File: config.mk
export PLATFORM = sky130hd
export DESIGN_NAME = regfile_wr_arbiter_flat
export DESIGN_NICKNAME = d
export VERILOG_FILES = /design/src/rtl/regfile_wr_arbiter_if.sv /design/src/rtl/regfile_wr_arbiter.sv /design/src/flat_wrapper.sv
export SDC_FILE = /design/constraint.sdc
export NUM_CORES = 1
export LEC_CHECK = 0
export CAP_MARGIN = 20
export CORE_MARGIN = 2
export CORE_UTILIZATION = 32
export CTS_CLUSTER_SIZE = 30
export DETAILED_ROUTE_END_ITERATION = 12
export GPL_TIMING_DRIVEN = 1
export PLACE_DENSITY_LB_ADDON = 0.2
export RECOVER_POWER = 25
export SYNTH_ARGS = -nofsm -noshare
export SYNTH_HDL_FRONTEND = slang
export SYNTH_SLANG_ARGS = --single-unit
File: constraint.sdc
create_clock -name clk -period 2.32 [get_ports clk]
set_clock_uncertainty 0.1 [all_clocks]
set_input_delay 0.464 -clock clk [delete_from_list [all_inputs] [get_ports clk]]
set_output_delay 0.464 -clock clk [all_outputs]
set_load 0.02 [all_outputs]
File: src/rtl/regfile_wr_arbiter_if.sv
// ---------------------------------------------------------------------------
// regfile_wr_arbiter_if
//   Bundles the two writeback request channels (A = ALU, B = load/memory)
//   and the registered register-file write command they share.
//
//   Request channel X in {a, b}:
//     x_valid  requester -> arbiter  write pending
//     x_ready  arbiter -> requester  request accepted this cycle
//     x_addr   requester -> arbiter  destination register
//     x_data   requester -> arbiter  write data
//   Write command (arbiter -> register file):
//     wa3 / wd3 / we3                address / data / enable, registered
//
//   Modports: slave = arbiter side, master = requester/register-file side.
// ---------------------------------------------------------------------------
interface regfile_wr_arbiter_if #(
  parameter int DATA_W = 64,
  parameter int ADDR_W = 5
);
  logic              a_valid;
  logic              a_ready;
  logic [ADDR_W-1:0] a_addr;
  logic [DATA_W-1:0] a_data;

  logic              b_valid;
  logic              b_ready;
  logic [ADDR_W-1:0] b_addr;
  logic [DATA_W-1:0] b_data;

  logic [ADDR_W-1:0] wa3;
  logic [DATA_W-1:0] wd3;
  logic              we3;

  modport slave (
    input  a_valid, a_addr, a_data,
    input  b_valid, b_addr, b_data,
    output a_ready, b_ready,
    output wa3, wd3, we3
  );

  modport master (
    output a_valid, a_addr, a_data,
    output b_valid, b_addr, b_data,
    input  a_ready, b_ready,
    input  wa3, wd3, we3
  );
endinterface

File: src/rtl/regfile_wr_arbiter.sv
// ---------------------------------------------------------------------------
// regfile_wr_arbiter
//   Round-robin arbiter sharing the single register-file write port between
//   the ALU writeback (A) and the load writeback (B). A granted request is
//   registered onto wa3/wd3/we3 one cycle after its handshake. Writes to the
//   zero register complete their handshake but never raise we3; they are
//   counted in a saturating drop counter instead.
//
//   Ports:
//     clk         rising-edge clock
//     reset       synchronous, active-high reset
//     stall       blocks all grants for the cycle
//     bus         request channels + write command (slave modport)
//     last_grant  side granted most recently (0 = A, 1 = B)
//     drop_cnt    saturating count of accepted zero-register writes
// ---------------------------------------------------------------------------
module regfile_wr_arbiter #(
  parameter int DATA_W   = 64,
  parameter int ADDR_W   = 5,
  parameter int ZERO_REG = 31,
  parameter int CNT_W    = 8
) (
  input  logic                 clk,
  input  logic                 reset,
  input  logic                 stall,
  regfile_wr_arbiter_if.slave  bus,
  output logic                 last_grant,
  output logic [CNT_W-1:0]     drop_cnt
);

  typedef enum logic {
    SIDE_A = 1'b0,
    SIDE_B = 1'b1
  } side_e;

  side_e             prio;       // side preferred when both are valid
  side_e             last_side;
  logic              grant_a;
  logic              grant_b;
  logic              hs;
  side_e             hs_side;
  logic [ADDR_W-1:0] sel_addr;
  logic [DATA_W-1:0] sel_data;
  logic              sel_zero;
  logic [ADDR_W-1:0] wa_q;
  logic [DATA_W-1:0] wd_q;
  logic              we_q;

  // Grants already include valid, so a grant is exactly a handshake.
  always_comb begin
    // NOTE: every output of this block gets a default first, so no path
    // leaves a signal unassigned and no latch is inferred.
    grant_a = 1'b0;
    grant_b = 1'b0;
    if (!reset && !stall) begin
      if (bus.a_valid && (!bus.b_valid || prio == SIDE_A)) begin
        grant_a = 1'b1;
      end else if (bus.b_valid) begin
        grant_b = 1'b1;
      end
    end
  end

  assign bus.a_ready = grant_a;
  assign bus.b_ready = grant_b;

  assign hs       = grant_a | grant_b;
  assign hs_side  = grant_b ? SIDE_B : SIDE_A;
  assign sel_addr = grant_b ? bus.b_addr : bus.a_addr;
  assign sel_data = grant_b ? bus.b_data : bus.a_data;
  assign sel_zero = (sel_addr == ADDR_W'(ZERO_REG));

  always_ff @(posedge clk) begin
    // NOTE: sequential state uses non-blocking assignments so every register
    // samples pre-edge values regardless of statement order.
    if (reset) begin
      prio      <= SIDE_A;
      last_side <= SIDE_A;
      wa_q      <= '0;
      wd_q      <= '0;
      we_q      <= 1'b0;
      drop_cnt  <= '0;
    end else begin
      we_q <= 1'b0;
      if (hs) begin
        // Hand priority to the other side so a persistent pair alternates.
        prio      <= (hs_side == SIDE_A) ? SIDE_B : SIDE_A;
        last_side <= hs_side;
        wa_q      <= sel_addr;
        wd_q      <= sel_data;
        we_q      <= !sel_zero;
        if (sel_zero && drop_cnt != {CNT_W{1'b1}}) begin
          drop_cnt <= drop_cnt + 1'b1;
        end
      end
    end
  end

  assign bus.wa3    = wa_q;
  assign bus.wd3    = wd_q;
  assign bus.we3    = we_q;
  assign last_grant = last_side;

endmodule

File: src/flat_wrapper.sv
// flat-port wrapper written by rule: the top's interface ports become plain ports
module regfile_wr_arbiter_flat 
#(
  parameter int DATA_W   = 64,
  parameter int ADDR_W   = 5,
  parameter int ZERO_REG = 31,
  parameter int CNT_W    = 8
)
  (clk, reset, stall, last_grant, drop_cnt, bus_a_valid, bus_a_addr, bus_a_data, bus_b_valid, bus_b_addr, bus_b_data, bus_a_ready, bus_b_ready, bus_wa3, bus_wd3, bus_we3);
  regfile_wr_arbiter_if #(.DATA_W(DATA_W), .ADDR_W(ADDR_W)) bus_i ();
  input  logic clk;
  input  logic reset;
  input  logic stall;
  output logic last_grant;
  output logic [CNT_W-1:0] drop_cnt;
  input wire logic [$bits(bus_i.a_valid)-1:0] bus_a_valid;
  input wire logic [$bits(bus_i.a_addr)-1:0] bus_a_addr;
  input wire logic [$bits(bus_i.a_data)-1:0] bus_a_data;
  input wire logic [$bits(bus_i.b_valid)-1:0] bus_b_valid;
  input wire logic [$bits(bus_i.b_addr)-1:0] bus_b_addr;
  input wire logic [$bits(bus_i.b_data)-1:0] bus_b_data;
  output wire logic [$bits(bus_i.a_ready)-1:0] bus_a_ready;
  output wire logic [$bits(bus_i.b_ready)-1:0] bus_b_ready;
  output wire logic [$bits(bus_i.wa3)-1:0] bus_wa3;
  output wire logic [$bits(bus_i.wd3)-1:0] bus_wd3;
  output wire logic [$bits(bus_i.we3)-1:0] bus_we3;
  assign bus_i.a_valid = bus_a_valid;
  assign bus_i.a_addr = bus_a_addr;
  assign bus_i.a_data = bus_a_data;
  assign bus_i.b_valid = bus_b_valid;
  assign bus_i.b_addr = bus_b_addr;
  assign bus_i.b_data = bus_b_data;
  assign bus_a_ready = bus_i.a_ready;
  assign bus_b_ready = bus_i.b_ready;
  assign bus_wa3 = bus_i.wa3;
  assign bus_wd3 = bus_i.wd3;
  assign bus_we3 = bus_i.we3;
  regfile_wr_arbiter #(.DATA_W(DATA_W), .ADDR_W(ADDR_W), .ZERO_REG(ZERO_REG), .CNT_W(CNT_W)) u_core (.clk(clk), .reset(reset), .stall(stall), .bus(bus_i), .last_grant(last_grant), .drop_cnt(drop_cnt));
endmodule
==> flow_summary.yaml <==
cells_and_area:
  drive_gt1_frac: 0.0847
  syn_to_final_growth_pct: 85.7
  antenna_cells: 0
  n_fill_cell: 887
  finalInstanceArea_sq_mm: 0.00605
  fin_util: 0.616
  num-nets-final: 729
  stdcell_count: 723
global_routing:
  grt_pass1_wl_um: 19100
  grt_remaining_overflow: 0
  grt_max_degree: 85
  track_usage: 0.215
  grt_pass1_vias: 3817
  antenna_found_initial: 0
sta:
  fmax_mhz: 439
  period_minus_slack_ps: 2280
  setup_violations: 0
  grt_setup_unrepaired: "no"
  final.period_utilization: 0.981
  slew_headroom: 0.417
  slew_violations: 0
  hold_violations: 0
  holdWs_ps: 391
  max_slew.worst_pin.slew_ps: 875
floorplan:
  die_x_um: 105
  ios: 224
  die_area_sq_mm: 0.0110
  initial_utilization: 0.332
  die_y_um: 105
  core_area_sq_mm: 0.00982
  num_rows: 36
setup_path:
  rr_endpoint: "u_core.drop_cnt[5]$_SDFFE_PP0P_"
  r2r.worst_path.cells: 5
  path_max_fanout: 6
  cp-start-kind: "input port"
  endpoint_kind: "flop"
  required_ps: 2460
  cpPeakStageDelay_ps: 530
  worstSetupPathType: "input port to flop"
  cp_cell_sequence: "dlygate4sd2_1, or3b_4, or4b_4, buf_8, a2111oi_4, mux2_1"
  cp.arrival_ps: 2420
  timing.rr.start: "u_core.prio$_SDFFE_PP0P_"
  r2r_setup_slack_ps: 310
  critPathSlowestCell: "or4b_4"
synthesis:
  netlist-cell-type-count: 31
  ys_seq_area_frac: 0.492
  yosys.cell_count.top_type: "dfxtp_1"
  yosysWarnings: 0
  async_flop_share: 0
  synth_common_cells: "80 x dfxtp_1, 76 x nor2_1, 58 x nand2_1"
  ys_seq_elements: 80
  syn_nets: 511
  yosysTopAreaCell: "dfxtp_1"
  synth_top_flop_cell: "dfxtp_1"
  synth_top_area_share: 0.492
  synthCells: 367
  syn_avg_cell_area_sq_um: 8.87
  netlist_area_sq_mm: 0.00326
  synth_edf_count: 0
  netlist_top_cells_area: "dfxtp_1 49%, a222oi_1 13%, nor2_1 8.8%, a311oi_1 7.8%, nand2_1 6.7%"
drt:
  first_pass_iters: 5
  vias: 3773
  routed_wl_um: 12100
  initialDrtViolationCount: 245
  antenna_left: 0
  post_drt_wl_per_cell_um: 16.7
  drt-vias-per-instance: 5.22
  drc: 0
worst_hold_path:
  hold_class: "flop to flop"
  worst_hold_startpoint: "u_core.last_grant$_SDFFE_PP0P_"
  min_path_cells: 2
  hold_end: "u_core.last_grant$_SDFFE_PP0P_"
pwr:
  power_leakage_nw: 2.33
  vdd_drop_max_v: 0.000321
  cellPowerDensity_mw_per_mm2: 587
placement:
  hpwl_um: 8510
  routabilityCongestion: 0.790
  dpl_cell_area_sq_mm: 0.00573
  placed_cells: 707
  portBuffers: 223
flow_run:
  cap_violations: 0
cts:
  cts_buffers: 9
  clock_latency_ps: 340
  cts.clk_slew.worst_paths_ps: 90
  cts-root-buf: "clkbuf_8"
  cts_tree: "yes"
  clock_sinks: 80
  clock_tree.buffer_depth: 2
  postCtsHoldBufs: 0
  h-tree-depth: 3
status:
  outcome: "complete, no violations"
-- worst max-delay path by stage --
stage,endpoint,depth (start not counted),start
after floorplan,u_core.drop_cnt[7]$_SDFFE_PP0P_,5,stall
after global placement,bus_b_ready,5,bus_b_valid
after detailed placement,u_core.bus.wd3[49]$_SDFFE_PP0P_,7,bus_b_valid
after CTS,u_core.drop_cnt[6]$_SDFFE_PP0P_,6,bus_b_valid
after global routing,u_core.drop_cnt[7]$_SDFFE_PP0P_,6,bus_b_valid
final,u_core.drop_cnt[5]$_SDFFE_PP0P_,6,bus_b_valid
-- sequential cells by signal (all words and copies together), names as in the netlist --
name               flops
u_core.bus.wa3         5
u_core.bus.wd3        64
u_core.bus.we3         1
u_core.drop_cnt        8
u_core.last_grant      1
u_core.prio            1
-- layout make-up --
type / instances / area (sq um) / area share
Inverter: 4 / 15.0 / 0.00248
Tap cell: 133 / 166 / 0.0275
Clock inverter: 5 / 128 / 0.0211
Timing Repair Buffer: 242 / 2420 / 0.400
Multi-Input combinational cell: 248 / 1580 / 0.260
Clock buffer: 11 / 141 / 0.0234
Sequential cell: 80 / 1600 / 0.265
-- what timing repair did --
action	4_1_cts	5_1_grt
hold endpoints to repair	0	0
resized for setup	16	0
setup buffers	0	0
pin swaps	3	1
setup endpoints to repair	80	1
cloned	0	0
-- through the flow --
stage	setup TNS [ps]	power (W)	setup slack (ps)
2_1_floorplan	-48.0	0.00177	-16.0
3_3_place_gp	-41780	0.00221	-595
3_5_place_dp	-45210	0.00223	-675
4_1_cts	0	0.00360	7.58
5_1_grt	0	0.00370	4.69
6_report	0	0.00355	43.8
-- layer usage --
layer,share of wire,global-route usage,vias up
met5,0,0,-
met4,0.013,0.0667,0
met3,0.090,0.0749,13
met2,0.50,0.370,168
met1,0.40,0.249,1778
li1,-,-,1814
-- power by group --
| group | internal [W] | switching (W) | leakage (nW) |
|---|---|---|---|
| Sequential | 0.00144 | 0.0000348 | 0.654 |
| Clock | 0.000854 | 0.000516 | 0.130 |
| Combinational | 0.000405 | 0.000299 | 1.55 |
-- logic make-up (layout without fill, tap and decap cells) --
group	count (synthesis)	in the layout	synth area share
mux	8	8	0.0269
simple gates	156	156	0.198
compound gates	83	83	0.234
flops	80	80	0.492
fa+ha+maj	1	1	0.00384
buf+inv	39	262	0.0453
-- worst max-delay path, delay by kind of cell --
family                 cells  cell delay, ps
and+or+nand+nor            2             920
buffers and inverters      2             390
muxes                      1             340
AOI/OAI and AO/OA          1             300
-- layout by cell type (no fill, tap or decap), types with 3 or more instances in the layout --
cell,netlist,final
nand3_1,4,4
nor2b_1,7,7
a2111oi_4,0,3
inv_1,3,3
dfxtp_1,80,80
a222oi_1,41,41
a211oi_1,3,3
nand2_1,58,58
dlygate4sd3_1,0,38
nor2_1,76,76
clkdlybuf4s50_1,0,180
nand4_1,3,3
a311oi_1,29,29
clkbuf_8,0,10
bufinv_16,0,4
buf_12,0,4
mux2_2,3,3
buf_4,0,14
(Power assumes the default switching activity.)
